### config.mk
export PLATFORM = sky130hd
export DESIGN_NAME = imm_alu_sequencer
export DESIGN_NICKNAME = d
export VERILOG_FILES = /design/src/rtl/imm_alu_sequencer.sv
export SDC_FILE = /design/constraint.sdc
export NUM_CORES = 1
export LEC_CHECK = 0
export CAP_MARGIN = 30
export CORE_UTILIZATION = 39
export DETAILED_ROUTE_END_ITERATION = 10
export HOLD_SLACK_MARGIN = 0.12
export PLACE_DENSITY = 0.76
export SYNTH_ARGS = -nofsm -noshare
export SYNTH_HDL_FRONTEND = slang
export SYNTH_SLANG_ARGS = --single-unit
### constraint.sdc
create_clock -name clk -period 1.8 [get_ports clk]
set_clock_uncertainty 0.15 [all_clocks]
set_input_delay 0.27 -clock clk [delete_from_list [all_inputs] [get_ports clk]]
set_output_delay 0.27 -clock clk [all_outputs]
set_load 0.1 [all_outputs]
### src/rtl/imm_alu_sequencer.sv
// Control sequencer for immediate ALU instructions (ADDI/ANDI/ORI): fetch with
// bounded memory wait, decode, execute, write-back, retired-instruction count.
module imm_alu_sequencer #(
   parameter int unsigned      DATA_W   = 32,
   parameter int unsigned      OPC_W    = 5,
   parameter logic [OPC_W-1:0] OPC_ADDI = 5'b01100,
   parameter logic [OPC_W-1:0] OPC_ANDI = 5'b01101,
   parameter logic [OPC_W-1:0] OPC_ORI  = 5'b01110,
   parameter int unsigned      WAIT_MAX = 15,
   parameter int unsigned      CNT_W    = 16
) (
   input  logic              clk,
   input  logic              clr,
   input  logic              start,
   input  logic              mem_ready,
   input  logic [DATA_W-1:0] ir,
   output logic              pc_out,
   output logic              mar_in,
   output logic              inc_pc,
   output logic              z_in,
   output logic              zlow_out,
   output logic              pc_in,
   output logic              mdr_in,
   output logic              read,
   output logic              mdr_out,
   output logic              ir_in,
   output logic              gra,
   output logic              grb,
   output logic              r_out,
   output logic              r_in,
   output logic              y_in,
   output logic              c_out,
   output logic              add,
   output logic              and_signal,
   output logic              or_signal,
   output logic              busy,
   output logic              done,
   output logic              illegal,
   output logic              timeout,
   output logic [CNT_W-1:0]  instr_count
);

   localparam int unsigned WCNT_W = (WAIT_MAX < 2) ? 1 : $clog2(WAIT_MAX + 1);
   localparam logic [WCNT_W-1:0] WAIT_LIM = WCNT_W'(WAIT_MAX);

   typedef enum logic [2:0] {IDLE, T0, T1, T2, T3, T4, T5, FAULT} state_t;

   state_t            state, state_nxt;
   logic [WCNT_W-1:0] wait_cnt;
   logic [OPC_W-1:0]  opc_q;
   logic [OPC_W-1:0]  opc_ir;
   logic              opc_legal;
   logic              unused_ir;

   assign opc_ir    = ir[DATA_W-1 -: OPC_W];
   assign opc_legal = (opc_ir == OPC_ADDI) || (opc_ir == OPC_ANDI) || (opc_ir == OPC_ORI);
   assign unused_ir = ^ir;

   always_ff @(posedge clk or negedge clr) begin
      if (!clr) begin
         state       <= IDLE;
         wait_cnt    <= '0;
         opc_q       <= '0;
         instr_count <= '0;
      end else begin
         state <= state_nxt;
         if (state == T0)
            wait_cnt <= '0;
         else if (state == T1 && !mem_ready && wait_cnt != WAIT_LIM)
            wait_cnt <= wait_cnt + 1'b1;
         if (state == T3)
            opc_q <= opc_ir;
         if (state == T5)
            instr_count <= instr_count + 1'b1;
      end
   end

   always_comb begin
      state_nxt  = state;
      pc_out     = 1'b0;
      mar_in     = 1'b0;
      inc_pc     = 1'b0;
      z_in       = 1'b0;
      zlow_out   = 1'b0;
      pc_in      = 1'b0;
      mdr_in     = 1'b0;
      read       = 1'b0;
      mdr_out    = 1'b0;
      ir_in      = 1'b0;
      gra        = 1'b0;
      grb        = 1'b0;
      r_out      = 1'b0;
      r_in       = 1'b0;
      y_in       = 1'b0;
      c_out      = 1'b0;
      add        = 1'b0;
      and_signal = 1'b0;
      or_signal  = 1'b0;
      busy       = 1'b0;
      done       = 1'b0;
      illegal    = 1'b0;
      timeout    = 1'b0;
      case (state)
         IDLE: if (start) state_nxt = T0;
         T0: begin
            busy = 1'b1; pc_out = 1'b1; mar_in = 1'b1; inc_pc = 1'b1; z_in = 1'b1;
            state_nxt = T1;
         end
         T1: begin
            busy = 1'b1; read = 1'b1; mdr_in = 1'b1;
            // wait_cnt is still zero only in the first T1 cycle
            if (wait_cnt == '0) begin
               zlow_out = 1'b1;
               pc_in    = 1'b1;
            end
            if (mem_ready)
               state_nxt = T2;
            else if (wait_cnt == WAIT_LIM)
               state_nxt = FAULT;
         end
         T2: begin
            busy = 1'b1; mdr_out = 1'b1; ir_in = 1'b1;
            state_nxt = T3;
         end
         T3: begin
            // IR was loaded at the end of T2, so legality is decided on the live opcode
            busy = 1'b1;
            if (opc_legal) begin
               grb = 1'b1; r_out = 1'b1; y_in = 1'b1;
               state_nxt = T4;
            end else begin
               illegal   = 1'b1;
               state_nxt = IDLE;
            end
         end
         T4: begin
            busy = 1'b1; c_out = 1'b1; z_in = 1'b1;
            if (opc_q == OPC_ADDI)      add        = 1'b1;
            else if (opc_q == OPC_ANDI) and_signal = 1'b1;
            else if (opc_q == OPC_ORI)  or_signal  = 1'b1;
            state_nxt = T5;
         end
         T5: begin
            busy = 1'b1; zlow_out = 1'b1; gra = 1'b1; r_in = 1'b1; done = 1'b1;
            state_nxt = start ? T0 : IDLE;
         end
         FAULT: timeout = 1'b1;
         default: state_nxt = IDLE;
      endcase
   end

endmodule

==> results of run 1 <==
==> cell families (layout without fill, tap and decap cells) <==
logic type                 Yosys count  in the layout
buffers and inverters               16             89
AOI/OAI and AO/OA                    9              9
muxes                                6              6
DFF                                 28             28
adders and majority gates            3              3
and+or+nand+nor                     61             61
xor gates and xnor gates            17             17
==> area by class of cell <==
type / instances / area share
clock buffers: 3 / 0.01418
repair buffers: 82 / 0.4070
well taps: 46 / 0.01977
multi-input cells: 96 / 0.2931
clock inverters: 1 / 0.01031
inverters: 3 / 0.003868
flip-flops and latches: 28 / 0.2518
==> flip-flops by register name, indices dropped and copies added (netlist names) <==
| register | flops |
|---|---|
| instr_count | 16 |
| opc_q | 5 |
| wait_cnt | 4 |
| state | 3 |
==> per-stage QoR <==
stage / worst slack, ps / cell area, sq um / hold WS [ps] / cells
final: -262.7 / 2912 / 211.7 / 259
after global routing: -349.6 / 2912 / 252.9 / 259
after detailed placement: -159.2 / 2527 / 333.7 / 235
after floorplan: -1368 / 1640 / -175.6 / 140
after CTS: -275.3 / 2798 / 217.7 / 252
after global placement: -74.51 / 2527 / 326.9 / 235
==> synth_stat cells, types with 2 or more instances <==
cell      instances  area share
nor3b_1           2       0.010
and3_1            4       0.017
buf_4            10       0.051
mux2_2            4       0.031
inv_1             3      0.0077
buf_2             3       0.010
a21oi_1           4       0.014
and2_1            3       0.013
nor3_1            5       0.017
nand2_1          11       0.028
and4_1            2       0.012
xor2_1            3       0.018
mux2_1            2       0.015
nor2b_1           4       0.017
ha_1              3       0.026
nand4b_1          2       0.012
nand3_1           6       0.021
dfrtp_1          28        0.48
nand4_1           6       0.026
xnor2_1          14       0.084
nor2_1           11       0.028
==> power breakdown <==
part	leakage, nW	internal [W]	switching, W
combinational	0.856	0.00166	0.00237
clock	0.0357	0.000298	0.000189
sequential	0.344	0.000806	0.000215
==> layer usage <==
| metal | vias up | GRT usage |
|---|---|---|
| li1 | 620 | - |
| met1 | 640 | 0.2564 |
| met2 | 48 | 0.4032 |
| met3 | 11 | 0.03623 |
| met4 | 0 | 0.1165 |
| met5 | - | 0 |
==> final timing paths <==
check / end / start / slack (ps) / depth (start not counted)
setup / recovery: or_signal / state[1] / -260 / 6
hold / removal: instr_count[13] / clr / 210 / 2
setup reg to reg: instr_count[8] / state[1] / -30 / 8
hold reg to reg: opc_q[2] / opc_q[2] / 350 / 1
max in group asynchronous: instr_count[3] / clr / 1000 / 2
min in group clk: opc_q[0] / ir[27] / 240 / 2
==> timing repair <==
action                     in CTS  in global routing
buffers inserted               13                  8
gates cloned                    0                  1
hold buffers                    0                  0
pin swaps                       8                 10
gates resized for setup        28                 16
setup endpoints to repair      21                 38
==> flow_metrics.env, run 1 <==
export IMPL_crit_type="reg -> out"
export IMPL_required_ps=1380
export IMPL_violations="negative setup slack"
export IMPL_cts_sinks=28
export IMPL_dp_hpwl_mm=2.873
export IMPL_regArea_sq_um=733.2
export IMPL_gp_congestion=0.8414
export IMPL_netlist_area_sq_mm=0.001461
export IMPL_post_drt_wl_per_cell_um=16.81
export IMPL_critPathSlowestCell="dfrtp_1"
export IMPL_ys_warnings_count=0
export IMPL_insertion_delay_ps=270
export IMPL_async_reset_ff_frac=1.000
export IMPL_cap_violations=0
export IMPL_final_core_util=0.8395
export IMPL_grt_max_degree=29
export IMPL_cellPowerDensity_mw_per_mm2=1900
export IMPL_synth_edf_count=0
export IMPL_start_kind="flop"
export IMPL_report_final_slew_viol_count=0
export IMPL_ant_nets=0
export IMPL_ir_drop_v=0.001301
export IMPL_critPathTopFamily="simple AND/OR/NAND/NOR gates"
export IMPL_viasPerCell=5.093
export IMPL_nets=253
export IMPL_avgSynthCellArea_sq_um=10.44
export IMPL_cts_max_path_buffers=2
export IMPL_worstSetupEndpointType="output pin"
export IMPL_dieHeight_um=63.22
export IMPL_max_stage_delay_ps=420
export IMPL_cts_tree="done"
export IMPL_die_x_um=63.22
export IMPL_cts_clk_slew_worst_paths_ps=90
export IMPL_cts_root_buffer="clkbuf_8"
export IMPL_rsz0062_at_grt="true"
export IMPL_antenna_found_initial=0
export IMPL_synth_xor_xnor_area_share=0.1019
export IMPL_io_pins=75
export IMPL_fill_cells=169
export IMPL_synth_top_family_by_area="simple AND/OR/NAND/NOR gates"
export IMPL_max_freq_mhz=484.8
export IMPL_path_buf_inv=2
export IMPL_power_total_w=0.005533
export IMPL_ys_types=31
export IMPL_synth_nets=179
export IMPL_h_tree_depth=1
export IMPL_yosysSeqAreaShare=0.4795
export IMPL_multi_input_area_sq_um=853.3
export IMPL_final_common_cell="buf_12"
export IMPL_crit_arrival_ps=1640
export IMPL_min_path_type="in -> async"
export IMPL_hold_viol_final=0
export IMPL_ys_flop_type="dfrtp_1"
export IMPL_crit_chain="nor2b_4 -> and2_4 -> nand4b_1 -> buf_6 -> nor3b_4 -> buf_12"
export IMPL_synth_seq_cells=28
export IMPL_core_area_sq_mm=0.003468
export IMPL_area_delta_synth_final_pct=99.23
export IMPL_setup_viol=27
export IMPL_synth_compound_area_frac=0.03853
export IMPL_drive_above_1_share=0.6056
export IMPL_maxUsedRoutingLayer="met4"
export IMPL_grt_ovfl_total=0
export IMPL_finalCritPeriodShare=1.146
export IMPL_fin_crit_ps=2063
export IMPL_grtUsageTotal=0.2254
export IMPL_synth_mux_area_frac=0.04623
export IMPL_drcViolationCount=0
export IMPL_start_util=0.4214
export IMPL_numCtsBuffers=3
export IMPL_worst_slack_ps=-262.7
export IMPL_outcome="complete, but fails checks"
export IMPL_wl_met2_mm=2.318
export IMPL_synthAdderAreaFrac=0.02568
export IMPL_tightest_slew_ps=347.0
export IMPL_die_area_sq_mm=0.003996
export IMPL_first_pass_iters=4
export IMPL_totalWireLength_mm=4.355
export IMPL_grt_pass1_vias=1381
export IMPL_std_cell_rows=21
export IMPL_antennaDiodeCount=0
export IMPL_synth_simple_area_share=0.2389
export IMPL_slew_headroom=0.7687
export IMPL_m1WireLength_mm=1.743
export IMPL_syn_inst=140
export IMPL_final_cell_mix="buf_12, buf_4, xnor2_1, dfrtp_1"
export IMPL_dr_total_vias=1319
export IMPL_wl_met3_um=177
export IMPL_setup_tns_ps=-2960
export IMPL_leakage_nw=1.235
export IMPL_grt_pass1_wl_mm=6.858
export IMPL_portBuffers=47
export IMPL_critPathMaxFanout=3
export IMPL_drt_iter0_markers=41
Note: power is estimated with default switching activity, not from simulation.
==> inputs of run 2 (changes only) <==
--- a/config.mk
+++ b/config.mk
@@ -6,10 +6,12 @@
 export NUM_CORES = 1
 export LEC_CHECK = 0
 export CAP_MARGIN = 30
-export CORE_UTILIZATION = 39
+export CORE_UTILIZATION = 45
+export CTS_BUF_LIST = sky130_fd_sc_hd__clkbuf_2 sky130_fd_sc_hd__clkbuf_4 sky130_fd_sc_hd__clkbuf_8
 export DETAILED_ROUTE_END_ITERATION = 10
+export DONT_BUFFER_PORTS = 1
 export HOLD_SLACK_MARGIN = 0.12
-export PLACE_DENSITY = 0.76
+export PLACE_DENSITY = 0.57
 export SYNTH_ARGS = -nofsm -noshare
 export SYNTH_HDL_FRONTEND = slang
 export SYNTH_SLANG_ARGS = --single-unit
==> flow_metrics.env, run 2 (same netlist as run 1, synthesis figures left out) <==
export IMPL_critPathTopFamily="simple AND/OR/NAND/NOR gates"
export IMPL_insertion_delay_ps=330
export IMPL_totalWireLength_mm=3.390
export IMPL_finalCritPeriodShare=1.187
export IMPL_final_cell_mix="buf_4, buf_12, dfrtp_1"
export IMPL_numCtsBuffers=3
export IMPL_portBuffers=0
export IMPL_grtUsageTotal=0.2086
export IMPL_hold_end="state[2]"
export IMPL_pre_cts_ws_ps=15.07
export IMPL_antenna_found_initial=0
export IMPL_gp_congestion=0.7310
export IMPL_max_freq_mhz=468.1
export IMPL_hold_depth=2
export IMPL_grt_pass1_vias=1274
export IMPL_crit_arrival_ps=1720
export IMPL_antennaDiodeCount=0
export IMPL_std_cell_rows=20
export IMPL_path_buf_inv=2
export IMPL_critPathMaxFanout=3
export IMPL_leakage_nw=1.065
export IMPL_min_from="ir[30]"
export IMPL_worstSetupEndpointType="output pin"
export IMPL_cap_violations=0
export IMPL_stdcell_area_sq_mm=0.002436
export IMPL_rsz0062_at_grt="true"
export IMPL_place_area_sq_mm=0.002112
export IMPL_drcViolationCount=0
export IMPL_r2r_setup_slack_ps=50
export IMPL_cts_sinks=28
export IMPL_required_ps=1380
export IMPL_nets=233
export IMPL_drt_iter0_markers=38
export IMPL_critPathSlowestCell="dfrtp_1"
export IMPL_cts_tree="done"
export IMPL_ir_drop_v=0.001328
export IMPL_cts_max_path_buffers=2
export IMPL_min_path_type="in -> reg"
export IMPL_final_instance_count_excl_fill=237
export IMPL_grt_max_degree=29
export IMPL_top_register="instr_count"
export IMPL_io_pins=75
export IMPL_ant_nets=0
export IMPL_cts_root_buffer="clkbuf_4"
export IMPL_r2r_start="state[1]"
export IMPL_outcome="complete, but fails checks"
export IMPL_first_pass_iters=8
export IMPL_worstReg2RegEnd="instr_count[13]"
export IMPL_h_tree_depth=1
export IMPL_tightest_slew_ps=366.9
export IMPL_report_final_slew_viol_count=0
export IMPL_viasPerCell=5.165
export IMPL_dr_total_vias=1224
export IMPL_power_total_w=0.004686
export IMPL_crit_type="reg -> out"
export IMPL_setup_viol=21
export IMPL_post_place_cells=216
export IMPL_die_x_um=58.99
export IMPL_max_stage_delay_ps=440
export IMPL_violations="negative setup slack"
export IMPL_worstRegToRegCells=6
export IMPL_dieHeight_um=58.99
export IMPL_crit_chain="nor2b_4 -> and2_4 -> nand4b_1 -> buf_6 -> nor3b_4 -> buf_12"
export IMPL_core_area_sq_mm=0.003078
export IMPL_die_area_sq_mm=0.003479
export IMPL_cts_clk_slew_worst_paths_ps=150
export IMPL_largest_reg_flops=16
export IMPL_grt_ovfl_total=0
export IMPL_worst_slack_ps=-336.2
export IMPL_drive_above_1_share=0.5181
export IMPL_fin_crit_ps=2136
export IMPL_dp_hpwl_mm=2.333
export IMPL_grt_pass1_wl_mm=5.478
export IMPL_cellPowerDensity_mw_per_mm2=1924
export IMPL_start_util=0.4748
export IMPL_hold_viol_final=0
export IMPL_start_kind="flop"
export IMPL_reg_largest_list="instr_count (16), opc_q (5), wait_cnt (4)"
export IMPL_final_core_util=0.7915
export IMPL_final_common_cell="buf_4"
export IMPL_post_drt_wl_per_cell_um=14.30
export IMPL_slew_headroom=0.7543
export IMPL_area_delta_synth_final_pct=66.70
## run 2: cell count changes in the layout (fill, tap and decap cells not counted), sizes merged
cell           previous run  this run
dlygate4sd3               0         8
bufinv                    1         0
bufbuf                    0         1
dlygate4sd2               1         0
clkdlybuf4s50             7         0
buf                      73        53
## run 2: power by group
group,internal [W],switching (W)
logic,0.00123,0.00217
registers,0.000803,0.000174
clock network,0.000124,0.000183
## run 2: layer usage
layer	up-vias	GRT usage	part of all wire
li1	578	-	-
met2	42	0.3815	0.54
met5	-	0	0
met1	600	0.2450	0.41
met3	4	0.03930	0.042
met4	0	0.06803	0.0088
## run 2: worst max-delay path by stage
stage                     startpoint          to  slack (ps)  depth (start not counted)
final                       state[1]   or_signal        -340                          6
after detailed placement    state[0]   or_signal          20                          6
after global placement      state[1]  and_signal          40                          6
after CTS                   state[0]   or_signal        -370                          6
after global routing        state[1]   or_signal        -420                          6
after floorplan             state[1]  and_signal       -1370                          5
## run 2: final cells by class
type                            count  area [sq um]
Sequential cell                    28         732.0
Clock buffer                        4         36.28
Tap cell                           44         55.05
Fill cell                         193         641.9
Inverter                            3         11.26
Multi-Input combinational cell     96         804.5
Timing Repair Buffer               62         797.0
## run 2: timing repair
item / in CTS / in global routing
endpoints found under the setup margin: 22 / 34
setup buffers: 4 / 3
gates cloned: 1 / 0
resized for setup: 18 / 8
pin swaps: 3 / 5
hold buffers: 9 / 0
endpoints found under the hold margin: 38 / 0
## run 2: stage by stage
step | hold slack [ps] | TNS [ps]
3_3_place_gp | -174.7 | 0
3_5_place_dp | -174.7 | 0
6_report | 153.2 | -5183
4_1_cts | 153.3 | -5075
5_1_grt | 167.5 | -6818
2_1_floorplan | -175.6 | -11490
